===== src/rtl/posit_stream_pkg.sv =====
// Shared types and constants for posit stream <-> memory converters.
package posit_stream_pkg;

  typedef enum logic {FILL = 1'b0, HOLD = 1'b1} state_e;

  // Bits needed to hold a word count of 0..depth
  function automatic int count_width(input int depth);
    return $clog2(depth + 1);
  endfunction

  // Posit zero is the all-zeros pattern; used to pad short frames
  localparam logic POSIT_ZERO_BIT = 1'b0;

endpackage


===== src/rtl/stream_to_memory.sv =====
// Serial posit stream to parallel frame deserializer: fills a register bank,
// then presents it as one frame until the consumer takes it.
module stream_to_memory
  import posit_stream_pkg::*;
#(
  parameter int DATA_WIDTH   = 16,
  parameter int MEMORY_DEPTH = 20,
  localparam int CNT_W = count_width(MEMORY_DEPTH),
  localparam int PTR_W = $clog2(MEMORY_DEPTH)
) (
  input  logic                               clk,
  input  logic                               rst_n,
  output logic                               rtr_o,
  input  logic                               rts_i,
  input  logic                               eow_i,
  input  logic [DATA_WIDTH-1:0]              data_i,
  input  logic                               rtr_i,
  output logic                               rts_o,
  output logic                               eow_o,
  output logic [CNT_W-1:0]                   count_o,
  output logic [DATA_WIDTH*MEMORY_DEPTH-1:0] data_o
);

  state_e                                    state, state_nxt;
  logic [PTR_W-1:0]                          ptr;
  logic [CNT_W-1:0]                          count;
  logic                                      eow_flag;
  logic [MEMORY_DEPTH-1:0][DATA_WIDTH-1:0]   mem;
  logic                                      accept, last;

  assign accept = rts_i && (state == FILL);
  assign last   = eow_i || (ptr == PTR_W'(MEMORY_DEPTH - 1));

  always_comb begin
    state_nxt = state;
    case (state)
      FILL: if (accept && last) state_nxt = HOLD;
      HOLD: if (rtr_i)          state_nxt = FILL;
      default:                  state_nxt = FILL;
    endcase
  end

  always_ff @(posedge clk or negedge rst_n) begin
    if (!rst_n) begin
      state    <= FILL;
      ptr      <= '0;
      count    <= '0;
      eow_flag <= 1'b0;
      mem      <= '0;
    end else begin
      state <= state_nxt;
      if (accept) begin
        mem[ptr] <= data_i;
        if (last) begin
          count    <= CNT_W'(ptr) + CNT_W'(1);
          eow_flag <= eow_i;
          ptr      <= '0;
        end else begin
          ptr <= ptr + PTR_W'(1);
        end
      end
      // Clearing on frame release gives zero padding for the next short frame
      if (state == HOLD && rtr_i) begin
        mem      <= {(MEMORY_DEPTH*DATA_WIDTH){POSIT_ZERO_BIT}};
        count    <= '0;
        eow_flag <= 1'b0;
      end
    end
  end

  assign rtr_o   = (state == FILL);
  assign rts_o   = (state == HOLD);
  assign eow_o   = eow_flag;
  assign count_o = count;
  assign data_o  = mem;

endmodule


===== config.mk =====
export PLATFORM = sky130hd
export DESIGN_NAME = stream_to_memory
export DESIGN_NICKNAME = d
export VERILOG_FILES = /design/src/rtl/posit_stream_pkg.sv /design/src/rtl/stream_to_memory.sv
export SDC_FILE = /design/constraint.sdc
export NUM_CORES = 1
export LEC_CHECK = 0
export CAP_MARGIN = 40
export CORE_MARGIN = 2
export CORE_UTILIZATION = 50
export CTS_CLUSTER_SIZE = 20
export DETAILED_ROUTE_END_ITERATION = 6
export DONT_BUFFER_PORTS = 1
export GPL_TIMING_DRIVEN = 1
export SYNTH_ARGS = -nofsm -noshare
export SYNTH_HDL_FRONTEND = slang
export SYNTH_SLANG_ARGS = --single-unit

===== constraint.sdc =====
create_clock -name clk -period 2.2 [get_ports clk]
set_clock_uncertainty 0.2 [all_clocks]
set_input_delay 0.44 -clock clk [delete_from_list [all_inputs] [get_ports clk]]
set_output_delay 0.44 -clock clk [all_outputs]
set_load 0.005 [all_outputs]

; ---- Yosys cells after proc, flatten, opt, wreduce, memory -nomap -nowiden
; Index checks and enable logic that the tools add are counted.
[op_classes]
n_addsub = 1
n_lt_le_gt_ge = 2
eq_ne = 1
mux = 15
bitwise = 1
reduce_logical = 8
[ops]
columns = op, n
row1 = 2-to-1 mux 320 bit, 2
row2 = bitwise mux 320 bit, 1
row3 = demux 16 bit (select 5 bit), 1
row4 = 2-to-1 mux 5 bit, 4
row5 = 2-to-1 mux 16 bit, 1
row6 = less-than comparator 5 x 6 -> 1 bit (second input constant), 1
row7 = adder 5 x 1 -> 5 bit (second input constant), 1
row8 = == test 5 bit (second input constant), 1
row9 = greater-or-equal comparator 5 x 1 -> 1 bit (second input constant), 1
row10 = 2-to-1 mux 1 bit, 5
row11 = logical AND 1 bit, 4
row12 = nonzero test 2 bit, 2
row13 = case mux 1 bit (2 select lines), 1
row14 = AND reduction 2 bit, 1
row15 = logical OR 1 bit, 1
row16 = inverter 1 bit, 1
[totals]
ff_bits = 332
out_inout_bits = 328
wordCells = 52

; ---- Longest topological paths before layout
; Gate-level depths: netlist of run 1.
[logic_depth]
depth_word = 7
mapped_depth = 8
ltp_nobuf = 5

; ---- Least setup slack after synthesis of run 1
; No wires, ideal clock.
[synth_timing]
path_type = register -> register
from = register ptr[0]
to = register mem, in the netlist data_o[195]
arrival_ps = 1629
slack_ps = 295
stages_incl_launch_ff = 9
synth_period_minus_slack_ps = 1905
cell_sequence = dfrtp_1 -> inv_1 -> ha_1 -> nor2b_1 -> buf_2 -> buf_2 -> clkbuf_1 -> nand3_1 -> o21ai_1
[synth_between]
elab_chain_len = 7
word_cells_on_any_way = 8
classes_between = 2 x order compare / 5 x mux / 1 x reduce/logical
[synth_rtl]
columns = item, line
row1 = from (decl), stream_to_memory.sv:25  ; logic [PTR_W-1:0] ptr;
row2 = from (signal assigned), stream_to_memory.sv:59  ; ptr <= ptr + PTR_W'(1);
row3 = less-than comparator 5 x 6 -> 1 bit (not written as such) / greater-or-equal comparator 5 x 1 -> 1 bit (equally long branches), stream_to_memory.sv:53  ; mem[ptr] <= data_i;
row4 = logical AND 1 bit (not written as such), stream_to_memory.sv:53
row5 = 2-to-1 mux 16 bit (not written as such), stream_to_memory.sv:53
row6 = demux 16 bit (select 5 bit) *, stream_to_memory.sv:53
row7 = bitwise mux 320 bit *, stream_to_memory.sv:53
row8 = 2-to-1 mux 320 bit *, stream_to_memory.sv:52  ; if (accept) begin
row9 = 2-to-1 mux 320 bit *, stream_to_memory.sv:63  ; if (state == HOLD && rtr_i) begin
row10 = "to (signal, indexed assignment)", stream_to_memory.sv:53
row11 = to (signal assigned), stream_to_memory.sv:64  ; mem <= {(MEMORY_DEPTH*DATA_WIDTH){POSIT_ZERO_BIT}};
row12 = to (decl), stream_to_memory.sv:28  ; logic [MEMORY_DEPTH-1:0][DATA_WIDTH-1:0] mem;
; Mark *: on every way between the ends. The rest lies on a longest branch, timed or not. The select of a mux whose other input is x is not followed.
; A chain may end at the register's enable or synchronous reset.

; ---- Worst setup path in the final report of run 1
[layout_timing]
from = register state, in the netlist rts_o
to = output port rtr_o
[layout_between]
elab_chain_len = 1
[layout_rtl]
columns = item, line
row1 = from (decl), stream_to_memory.sv:24  ; state_e state, state_nxt;
row2 = from (signal assigned), stream_to_memory.sv:51  ; state <= state_nxt;
row3 = inverter 1 bit, stream_to_memory.sv:71  ; assign rtr_o = (state == FILL);
row4 = to (decl), stream_to_memory.sv:13  ; output logic rtr_o,
; No other way between the ends.

==> parameters.txt, run 1 <==
Parameter                              Value

Outcome
  Status    complete, but fails checks
  Violations in the final reports    negative hold slack

Power and ir drop
  Total power    about 0.017 W
  Largest voltage drop on the vdd net    between 0.0005 and 0.0006 V
  Static leakage    about 6.9 nW
  Pwr per Cell Area    a little over 1000 nW/um2

Timing
  Setup-violating endpoint count in the final report    0
  Worst path setup slack after routing    approximately 160 ps
  Worst slack on hold paths    -573.9 ps
  Crit share post-route    roughly 93%
  Worst slew margin relative to its limit    about half
  Worst-margin pin slew    ~730 ps
  Unrepaired setup endpoints after global routing    false
  Minimum clock period after layout    ~2000 ps
  Post-Route Setup TNS    0 ps
  Peak Freq    490.0 MHz
  Final count of hold timing violations    between 300 and 400
  Count of final max-slew check failures    0

Synthesis
  Area share of the leading cell type in the synthesized netlist    slightly below 60%
  Count of flip-flops with a built-in enable after synthesis    0
  Mean area per synthesized cell    9.221 um2
  Largest cells by area after synthesis    sky130_fd_sc_hd__dfrtp_1 58%, sky130_fd_sc_hd__nand3_1 11%, sky130_fd_sc_hd__o21ai_0 11%
  Number of instances in the synthesized netlist    1563
  Synth cell types    42
  Primary FF master, synth    sky130_fd_sc_hd__dfrtp_1
  Post-synthesis register bit count    between 300 and 400
  Portion of the post-synthesis area used by sequential elements    roughly 58%
  Ys async rst share    between 90% and 100%
  Yosys Warn Count    0
  Post-synthesis cell type with the largest combined area    sky130_fd_sc_hd__dfrtp_1
  Nets in the synthesized netlist    around 1600
  Mapped Area    approximately 14000 um2

Drt
  Iter 0 DRT Violations    1677
  Met2 wire len    22080 um
  Number of DRC violations after detailed routing    0
  Top metal layer carrying routed signals    met4
  Post-DR vias/cell    between 6 and 7
  Avg WL per Cell    ~26 um
  Detailed-routing wirelength on met1    19870 um
  First-pass detailed-route iteration total    6
  Total via count after detailed routing    ~12000
  Detailed-routed wire length on met3    ~5200 um
  Number of nets with antenna violations after detailed routing    0
  Final wirelength    just under 50000 um

Layout
  Fraction of layout cells with a size suffix above 1    approximately a tenth
  Non-filler instance count after layout    roughly 1900
  Final-layout fill cell count    between 2000 and 3000
  Multi-input logic area    5274 um2
  FF+latch area    roughly 8300 um2
  Final std cell area, no fill    ~16000 um2
  Top library cells by usage in the layout, fill and taps aside    332 x sky130_fd_sc_hd__dfrtp_1, 316 x sky130_fd_sc_hd__nand3_1, 315 x sky130_fd_sc_hd__o21ai_0, 201 x sky130_fd_sc_hd__nand2_1, 128 x sky130_fd_sc_hd__a21oi_1
  Diodes inserted    0
  NumNets Final    roughly 1500
  Area growth, synth to finish    12.54%
  Most common library cell in the layout ignoring fill and taps    sky130_fd_sc_hd__dfrtp_1

Flow run
  Max_cap viols    0

Floorplan
  Die area    30200 um2
  I/O pin count    around 350
  Vertical die dimension    ~170 um
  Number of standard-cell rows in the floorplan    62
  Die outline width    between 150 and 200 um
  Initial cell density of the core    ~50%
  Core area    roughly 29000 um2

Worst setup path
  Cell chain of the critical path    buf_4, clkinvlp_4
  Setup crit start kind    register
  Nature of the critical path endpoint    primary output
  Worst-path fanout max    16
  Worst setup path class    reg -> out
  Crit-path slowest cell    sky130_fd_sc_hd__dfrtp_1
  Worst Path Required    between 1500 and 2000 ps
  WP data arrival    1400 ps
  Maximum single-stage delay on the critical path    320 ps

GRT
  First-pass GRT wire length    74530 um
  Tot GR Track Use    31.85%
  Overflow left after global routing    0
  Initial antenna violation count    0
  Pin count of the biggest net entering global routing    around 330
  Number of global-route vias before repair    11440

Placed design
  Worst slack, placed    around 94 ps
  Instance count after placement with tap cells included    approximately 1800
  IO Port Bufs    0
  Final Wtd Congestion    0.8026
  Post-Place Cell Area    about 15000 um2
  Detail Placement HPWL    between 20000 and 30000 um

Clocking
  CTS buffer count    36
  TritonCTS clock tree    built
  CTS Root Cell    sky130_fd_sc_hd__clkbuf_16
  CTS Buffer Depth    3
  H-tree Lvls    2
  CTS Hold Bufs    19
  Clock insertion delay at the later pin of the skew report    around 500 ps
  Clock transition at the registers of the reported paths    60 ps
  Number of sinks on the clock net    about 330

Hold path
  Worst hold path type    in -> async
## stage by stage
step / util, % / hold slack (ps)
after CTS: 56.75 / -585.6
after global routing: 56.82 / -591.8
after floorplan: - / -55.59
final: 56.82 / -573.9
after global placement: 51.49 / -47.08
after detailed placement: 51.49 / -47.78
## critical path: cells and delay by family (launching register included)
family | cells | cell delay [ps]
flops | 1 | 320
buf+inv | 2 | 570
## cells in the mapped netlist, drive strengths merged (2+ instances only)
| cell type | instances |
|---|---|
| nand3 | 316 |
| nor4bb | 2 |
| a32o | 2 |
| and4bb | 3 |
| and4b | 2 |
| ha | 4 |
| nor2 | 2 |
| mux2i | 5 |
| a21oi | 128 |
| nand4 | 6 |
| nand4bb | 3 |
| nand2 | 202 |
| nor2b | 8 |
| xnor2 | 2 |
| clkbuf | 95 |
| buf | 90 |
| dfrtp | 332 |
| o21ai | 323 |
| nand2b | 7 |
| inv | 5 |
| and2 | 13 |
## kinds of logic after synthesis
group,count (synthesis),synth area share [%]
AND/OR/NAND/NOR,567,18.89
buffers and inverters,191,6.251
AO/OA/AOI/OAI,461,16.34
flip-flops,332,57.64
XOR/XNOR,3,0.1823
adder cells (fa/ha/maj),4,0.3473
multiplexers,5,0.3473
## sequential cells by signal, indices dropped and copies added, names as in the netlist
| name | count |
|---|---|
| data_o | 320 |
| count_o | 5 |
| ptr | 5 |
| eow_o | 1 |
| rts_o | 1 |
## final timing paths
path	start	end	slack (ps)	depth (start not counted)
max	rts_o	rtr_o	160	2
min	rst_n	data_o[87]	-570	0
max reg2reg	ptr[0]	data_o[270]	190	6
min reg2reg	data_o[217]	data_o[217]	350	2
max in group asynchronous	rst_n	ptr[3]	1750	0
min in group clk	eow_i	ptr[2]	20	2
## power by group
part	internal, W	switching [W]
clock network	0.00360	0.00243
logic	0.000940	0.00201
registers	0.00686	0.000815
total	0.0114	0.00526
## routing by layer
| metal | GRT usage, % | up-vias |
|---|---|---|
| li1 | - | 5258 |
| met1 | 45.28 | 5978 |
| met2 | 48.31 | 625 |
| met3 | 8.816 | 82 |
| met4 | 8.754 | 0 |
| met5 | 0 | - |
## repair_timing
item / CTS / global route
setup buffers: 0 / 0
setup endpoints to repair: 0 / 12
hold endpoints to repair: 663 / 332
resized for setup: 0 / 2
## final cells by class
class	count	area share (%)
Sequential cell	332	51.22
Clock buffer	53	6.634
Multi-Input combinational cell	1040	32.51
Tap cell	384	2.962
Clock inverter	7	0.5245
Timing Repair Buffer	77	5.986
Inverter	6	0.1620
Power figures use the tool's default switching activity.
==> inputs of run 2 (changes only) <==
--- a/config.mk
+++ b/config.mk
@@ -11,7 +11,7 @@
 export CTS_CLUSTER_SIZE = 20
 export DETAILED_ROUTE_END_ITERATION = 6
 export DONT_BUFFER_PORTS = 1
-export GPL_TIMING_DRIVEN = 1
+export GPL_TIMING_DRIVEN = 0
 export SYNTH_ARGS = -nofsm -noshare
 export SYNTH_HDL_FRONTEND = slang
 export SYNTH_SLANG_ARGS = --single-unit
==> run 2 against run 1 <==
The run still ends with negative hold slack left. Global-route usage rose by 2.0 points. Sequential share of layout area fell by 0.37 points. Non-clock buffer count grew 118. Critical endpoint is now data_o[78]. Final cell count up 6.4%. Wire length grew 7.0%. Via count increased by 4.4%. Combinational power grew 4%. Die area did not move. Critical path type is now reg -> reg. First-iteration DRC count shrank 24%. Core utilization grew 0.43 points.
==> parameters.txt, run 2 (synthesized netlist as in run 1, its figures left out) <==
Parameter                              Value

Clocking
  CTS buffer count    36
  Clock insertion delay at the later pin of the skew report    slightly above 500 ps
  Clock transition at the registers of the reported paths    approximately 60 ps
  H-tree Lvls    2
  CTS Root Cell    sky130_fd_sc_hd__clkbuf_16
  Number of sinks on the clock net    roughly 330
  TritonCTS clock tree    built
  CTS Hold Bufs    1
  CTS Buffer Depth    3

Drt
  Final wirelength    between 50000 and 60000 um
  Number of nets with antenna violations after detailed routing    0
  First-pass detailed-route iteration total    6
  Total via count after detailed routing    about 12000
  Iter 0 DRT Violations    around 1300
  Post-DR vias/cell    between 6 and 7
  Avg WL per Cell    about 26 um
  Number of DRC violations after detailed routing    0

Power and ir drop
  Largest voltage drop on the vdd net    0.0004930 V
  Static leakage    7.064 nW
  Pwr per Cell Area    just over 1000 nW/um2

Timing
  Peak Freq    roughly 460 MHz
  Minimum clock period after layout    2185 ps
  Setup-violating endpoint count in the final report    0
  Crit share post-route    between 90% and 100%
  Worst slew margin relative to its limit    between 30% and 40%
  Final count of hold timing violations    roughly 330
  Count of final max-slew check failures    0
  Unrepaired setup endpoints after global routing    true
  Worst-margin pin slew    980.4 ps
  Worst path setup slack after routing    15.33 ps
  Worst slack on hold paths    -576.7 ps

Layout
  Multi-input logic area    between 5000 and 6000 um2
  Most common library cell in the layout ignoring fill and taps    sky130_fd_sc_hd__dfrtp_1
  Area growth, synth to finish    13.40%
  NumNets Final    roughly 1600
  FF+latch area    around 8300 um2
  Final standard cell utilization of the core    a little under three fifths
  Max reg flops    320
  Fraction of layout cells with a size suffix above 1    13.14%
  Top library cells by usage in the layout, fill and taps aside    329 x sky130_fd_sc_hd__dfrtp_1, 316 x sky130_fd_sc_hd__nand3_1, 315 x sky130_fd_sc_hd__o21ai_0, 201 x sky130_fd_sc_hd__nand2_1, 128 x sky130_fd_sc_hd__a21oi_1
  Final-layout fill cell count    around 2700
  Diodes inserted    0

Placed design
  IO Port Bufs    0
  Final Wtd Congestion    around 0.82
  Detail Placement HPWL    roughly 35000 um
  Worst slack, placed    -604.2 ps

Floorplan
  Initial cell density of the core    50.49%
  Vertical die dimension    between 150 and 200 um
  Die outline width    approximately 170 um
  I/O pin count    349
  Core area    between 20000 and 30000 um2
  Die area    slightly above 30000 um2
  Number of standard-cell rows in the floorplan    62

Worst setup path
  Worst-path fanout max    10
  Worst Path Required    between 2000 and 2500 ps
  Setup crit start kind    register
  Nature of the critical path endpoint    register
  Worst-case reg-to-reg path depth    8
  Worst setup path class    reg -> reg
  WP data arrival    roughly 2400 ps

GRT
  First-pass GRT wire length    just under 80000 um
  Tot GR Track Use    ~34%
  Overflow left after global routing    0
  Pin count of the biggest net entering global routing    between 300 and 400
  Initial antenna violation count    1
  Number of global-route vias before repair    approximately 12000

Outcome
  Violations in the final reports    negative hold slack
  Status    complete, but fails checks

Flow run
  Max_cap viols    0

Hold path
  Worst hold path type    in -> async
==> run 2: changes by cell type in the layout (fill, tap and decap cells not counted), sizes merged <==
cell and delta:
dlygate4sd3 -3, buf +19, bufinv -1, clkinvlp -1, clkbuf +107
==> run 2: metrics by stage <==
stage                     hold slack (ps)  cells  TNS, ps  instance area, um2  total power [W]
after global routing               -596.6   2020    -1021               16340          0.01750
final                              -576.7   2020        0               16340          0.01680
after detailed placement           -48.30   1954   -70650               14970          0.01068
after global placement             -48.04   1947   -65070               14890          0.01063
after floorplan                    -55.59   1563        0               14410         0.009393
after CTS                          -586.5   2018        0               16250          0.01674
==> run 2: timing repair <==
item | 4_1_cts | 5_1_grt
buffers inserted | 0 | 1
gates resized for setup | 40 | 60
setup endpoints to repair | 276 | 262
pin swaps | 0 | 1
hold endpoints to repair | 333 | 332
==> run 2: final timing paths <==
kind                       slack [ps]           to         from
setup / recovery                   20   data_o[78]       ptr[0]
setup reg to reg                   20   data_o[78]       ptr[0]
max in group asynchronous        2000       ptr[4]        rst_n
hold reg to reg                   350  data_o[120]  data_o[120]
hold / removal                   -580   data_o[87]        rst_n
min in group clk                   10  data_o[260]    data_i[4]
==> run 2: report_power, final <==
group / internal, W / switching (W) / leakage (nW)
logic: 0.000944 / 0.00212 / 1.91
registers: 0.00687 / 0.000878 / 4.58
clock network: 0.00354 / 0.00244 / 0.571
total: 0.0114 / 0.00544 / 7.06
==> run 2: cell type report <==
cell class              instances  area share [%]
inverters                       6          0.1454
flip-flops and latches        332           50.85
well taps                     384           2.940
multi-input cells            1040           32.31
clock inverters                 5          0.3062
repair buffers                 10          0.6583
plain buffers                 185           6.032
clock buffers                  58           6.760
==> run 2: critical path, cell delays in order (launching register included) <==
cell and delay [ps]:
sky130_fd_sc_hd__dfrtp_2 450, sky130_fd_sc_hd__inv_1 120, sky130_fd_sc_hd__ha_2 290, sky130_fd_sc_hd__nor2b_1 150, sky130_fd_sc_hd__buf_4 210, sky130_fd_sc_hd__buf_6 200
sky130_fd_sc_hd__clkbuf_4 220, sky130_fd_sc_hd__nand3_1 80, sky130_fd_sc_hd__o21ai_0 140
==> run 2: metal layers <==
layer	wire [um]	up-vias	GRT usage, %
li1	-	5505	-
met5	68	-	1.282
met1	20730	6131	46.66
met2	22180	688	47.89
met3	6688	137	13.62
met4	2144	4	13.06
==> inputs of run 3 (changes only) <==
--- a/config.mk
+++ b/config.mk
@@ -12,6 +12,7 @@
 export DETAILED_ROUTE_END_ITERATION = 6
 export DONT_BUFFER_PORTS = 1
 export GPL_TIMING_DRIVEN = 0
+export SKIP_CTS_REPAIR_TIMING = 1
 export SYNTH_ARGS = -nofsm -noshare
 export SYNTH_HDL_FRONTEND = slang
 export SYNTH_SLANG_ARGS = --single-unit
==> run 3 against run 2 <==
The flow still finishes with violations (negative hold slack). Clock-buffer cell count stayed put. Wire length down 0.11%. Worst hold slack about the same. Sequential share of layout area about the same. Clock power about the same. Largest cell class unchanged.
==> parameters.txt, run 3 (synthesized netlist as in run 1, its figures left out) <==
Parameter                              Value

Timing
  Final count of hold timing violations    ~330
  Setup-violating endpoint count in the final report    0
  Count of final max-slew check failures    0
  Post-Route Setup TNS    0 ps
  Worst-margin pin slew    a little under 1000 ps
  Minimum clock period after layout    2171 ps
  Crit share post-route    98.66%
  Peak Freq    roughly 460 MHz
  Worst slew margin relative to its limit    35.83%
  Unrepaired setup endpoints after global routing    true
  Worst path setup slack after routing    between 20 and 30 ps
  Worst slack on hold paths    -577.1 ps

Power and ir drop
  Relative contribution of sequential cells to total power    46.0%
  Total power    about 0.017 W
  Static leakage    around 7.1 nW
  Net switching power    approximately 0.0055 W
  Share of power burned in combinational logic    a little under a fifth
  Internal power consumption    0.01136 W
  Pwr per Cell Area    around 1000 nW/um2
  Largest voltage drop on the vdd net    about 0.0005 V
  Net switching share of the total power    about a third
  Clk pwr share    35.6%

Floorplan
  Core area    28550 um2
  Initial cell density of the core    around half
  Die outline width    between 150 and 200 um
  Die area    30200 um2
  Number of standard-cell rows in the floorplan    62
  Vertical die dimension    ~170 um
  I/O pin count    between 300 and 400

Worst setup path
  Crit-path slowest cell    sky130_fd_sc_hd__dfrtp_1
  Maximum single-stage delay on the critical path    ~420 ps
  Origin of the worst setup path    ptr[1]
  Cell chain of the critical path    inv_1, ha_1, nor2b_4, buf_6, and2_2, clkbuf_4, o21ai_0
  Setup crit start kind    register
  Worst Path Required    approximately 2400 ps
  Critical R2R Capture    data_o[20]
  Nature of the critical path endpoint    register
  Worst r2r src    ptr[1]
  Worst-path fanout max    10
  Worst setup path class    reg -> reg
  WP data arrival    between 2000 and 2500 ps
  FF-to-FF setup slack    30 ps
  Worst-case reg-to-reg path depth    7

GRT
  Initial antenna violation count    1
  Pin count of the biggest net entering global routing    333
  Number of global-route vias before repair    approximately 12000
  Tot GR Track Use    33.83%
  Overflow left after global routing    0
  First-pass GRT wire length    just under 80000 um

Drt
  Number of nets with antenna violations after detailed routing    0
  Iter 0 DRT Violations    1218
  Number of DRC violations after detailed routing    0
  Post-DR vias/cell    6.146
  First-pass detailed-route iteration total    7
  Final wirelength    between 50000 and 60000 um
  Avg WL per Cell    between 20 and 30 um
  Total via count after detailed routing    between 10000 and 15000

Layout
  Max reg flops    320
  Most common library cell in the layout ignoring fill and taps    sky130_fd_sc_hd__dfrtp_1
  Final std cell area, no fill    about 16000 um2
  Top library cells by usage in the layout, fill and taps aside    329 x sky130_fd_sc_hd__dfrtp_1, 316 x sky130_fd_sc_hd__nand3_1, 315 x sky130_fd_sc_hd__o21ai_0, 201 x sky130_fd_sc_hd__nand2_1, 128 x sky130_fd_sc_hd__a21oi_1
  Fraction of layout cells with a size suffix above 1    a little over an eighth
  Non-filler instance count after layout    approximately 2000
  Diodes inserted    0
  NumNets Final    about 1600
  Final-layout fill cell count    about 2700
  Area growth, synth to finish    13.50%

Placed design
  Worst slack, placed    -604.2 ps
  Instance count after placement with tap cells included    between 1500 and 2000
  IO Port Bufs    0
  Detail Placement HPWL    between 30000 and 40000 um
  Post-Place Cell Area    14970 um2
  Final Wtd Congestion    0.8185

Clocking
  TritonCTS clock tree    built
  CTS Root Cell    sky130_fd_sc_hd__clkbuf_16
  Number of sinks on the clock net    332
  CTS buffer count    36
  H-tree Lvls    2
  Clock insertion delay at the later pin of the skew report    around 520 ps
  CTS Buffer Depth    3
  Clock transition at the registers of the reported paths    60 ps

Outcome
  Status    complete, but fails checks
  Violations in the final reports    negative hold slack

Hold path
  Worst hold path type    in -> async

Flow run
  Max_cap viols    0
==> run 3: cell count changes in the layout (fill, tap and decap cells not counted), sizes merged <==
cell and change:
clkbuf +4, clkinv -1, buf -3, clkinvlp +1
==> run 3: worst max path at each step <==
| stage | endpoint | slack, ps | cells past startpoint |
|---|---|---|---|
| finish | data_o[20] | 30 | 7 |
| global route | data_o[106] | -70 | 7 |
| CTS | data_o[91] | -630 | 7 |
| detailed placement | data_o[91] | -600 | 7 |
| global placement | data_o[94] | -570 | 7 |
| floorplan | data_o[195] | 290 | 8 |
==> run 3: cell type report <==
| type | count | area [um2] | share of cell area (%) |
|---|---|---|---|
| Sequential cell | 332 | 8312 | 50.81 |
| Multi-Input combinational cell | 1040 | 5284 | 32.30 |
| Clock buffer | 58 | 1105 | 6.754 |
| Buffer | 185 | 988.4 | 6.043 |
| Tap cell | 384 | 480.5 | 2.937 |
| Timing Repair Buffer | 11 | 112.6 | 0.6884 |
| Clock inverter | 5 | 50.05 | 0.3060 |
| Inverter | 6 | 26.28 | 0.1606 |
==> run 3: worst max-delay path: cells and delay by family (launching register included) <==
kind                       cells  cell delay [ps]
buffers and inverters          3              570
AOI/OAI and AO/OA              1              110
adders and majority gates      1              260
and+or+nand+nor                2              470
DFF                            1              420
==> run 3: layer usage <==
metal  wire, um  vias up  GRT usage, %
li1           -     5505             -
met1      20840     6121         46.82
met2      22180      656         47.89
met3       6536      135         13.42
met4       2125        4         12.71
met5         69        -         1.282
==> run 3: power groups by stage <==
stage	combinational, W	clock (W)	sequential (W)
finish	0.00309	0.00598	0.00774
global route	0.00341	0.00627	0.00783
CTS	0.00287	0.00603	0.00772
detailed placement	0.00287	0	0.00782
global placement	0.00282	0	0.00781
floorplan	0.00199	0	0.00741
==> run 3: stage by stage <==
step,hold WS (ps),util (%)
floorplan,-55.59,-
detailed placement,-48.30,52.45
global route,-596.6,57.30
CTS,-586.5,56.49
global placement,-48.04,52.17
finish,-577.1,57.30
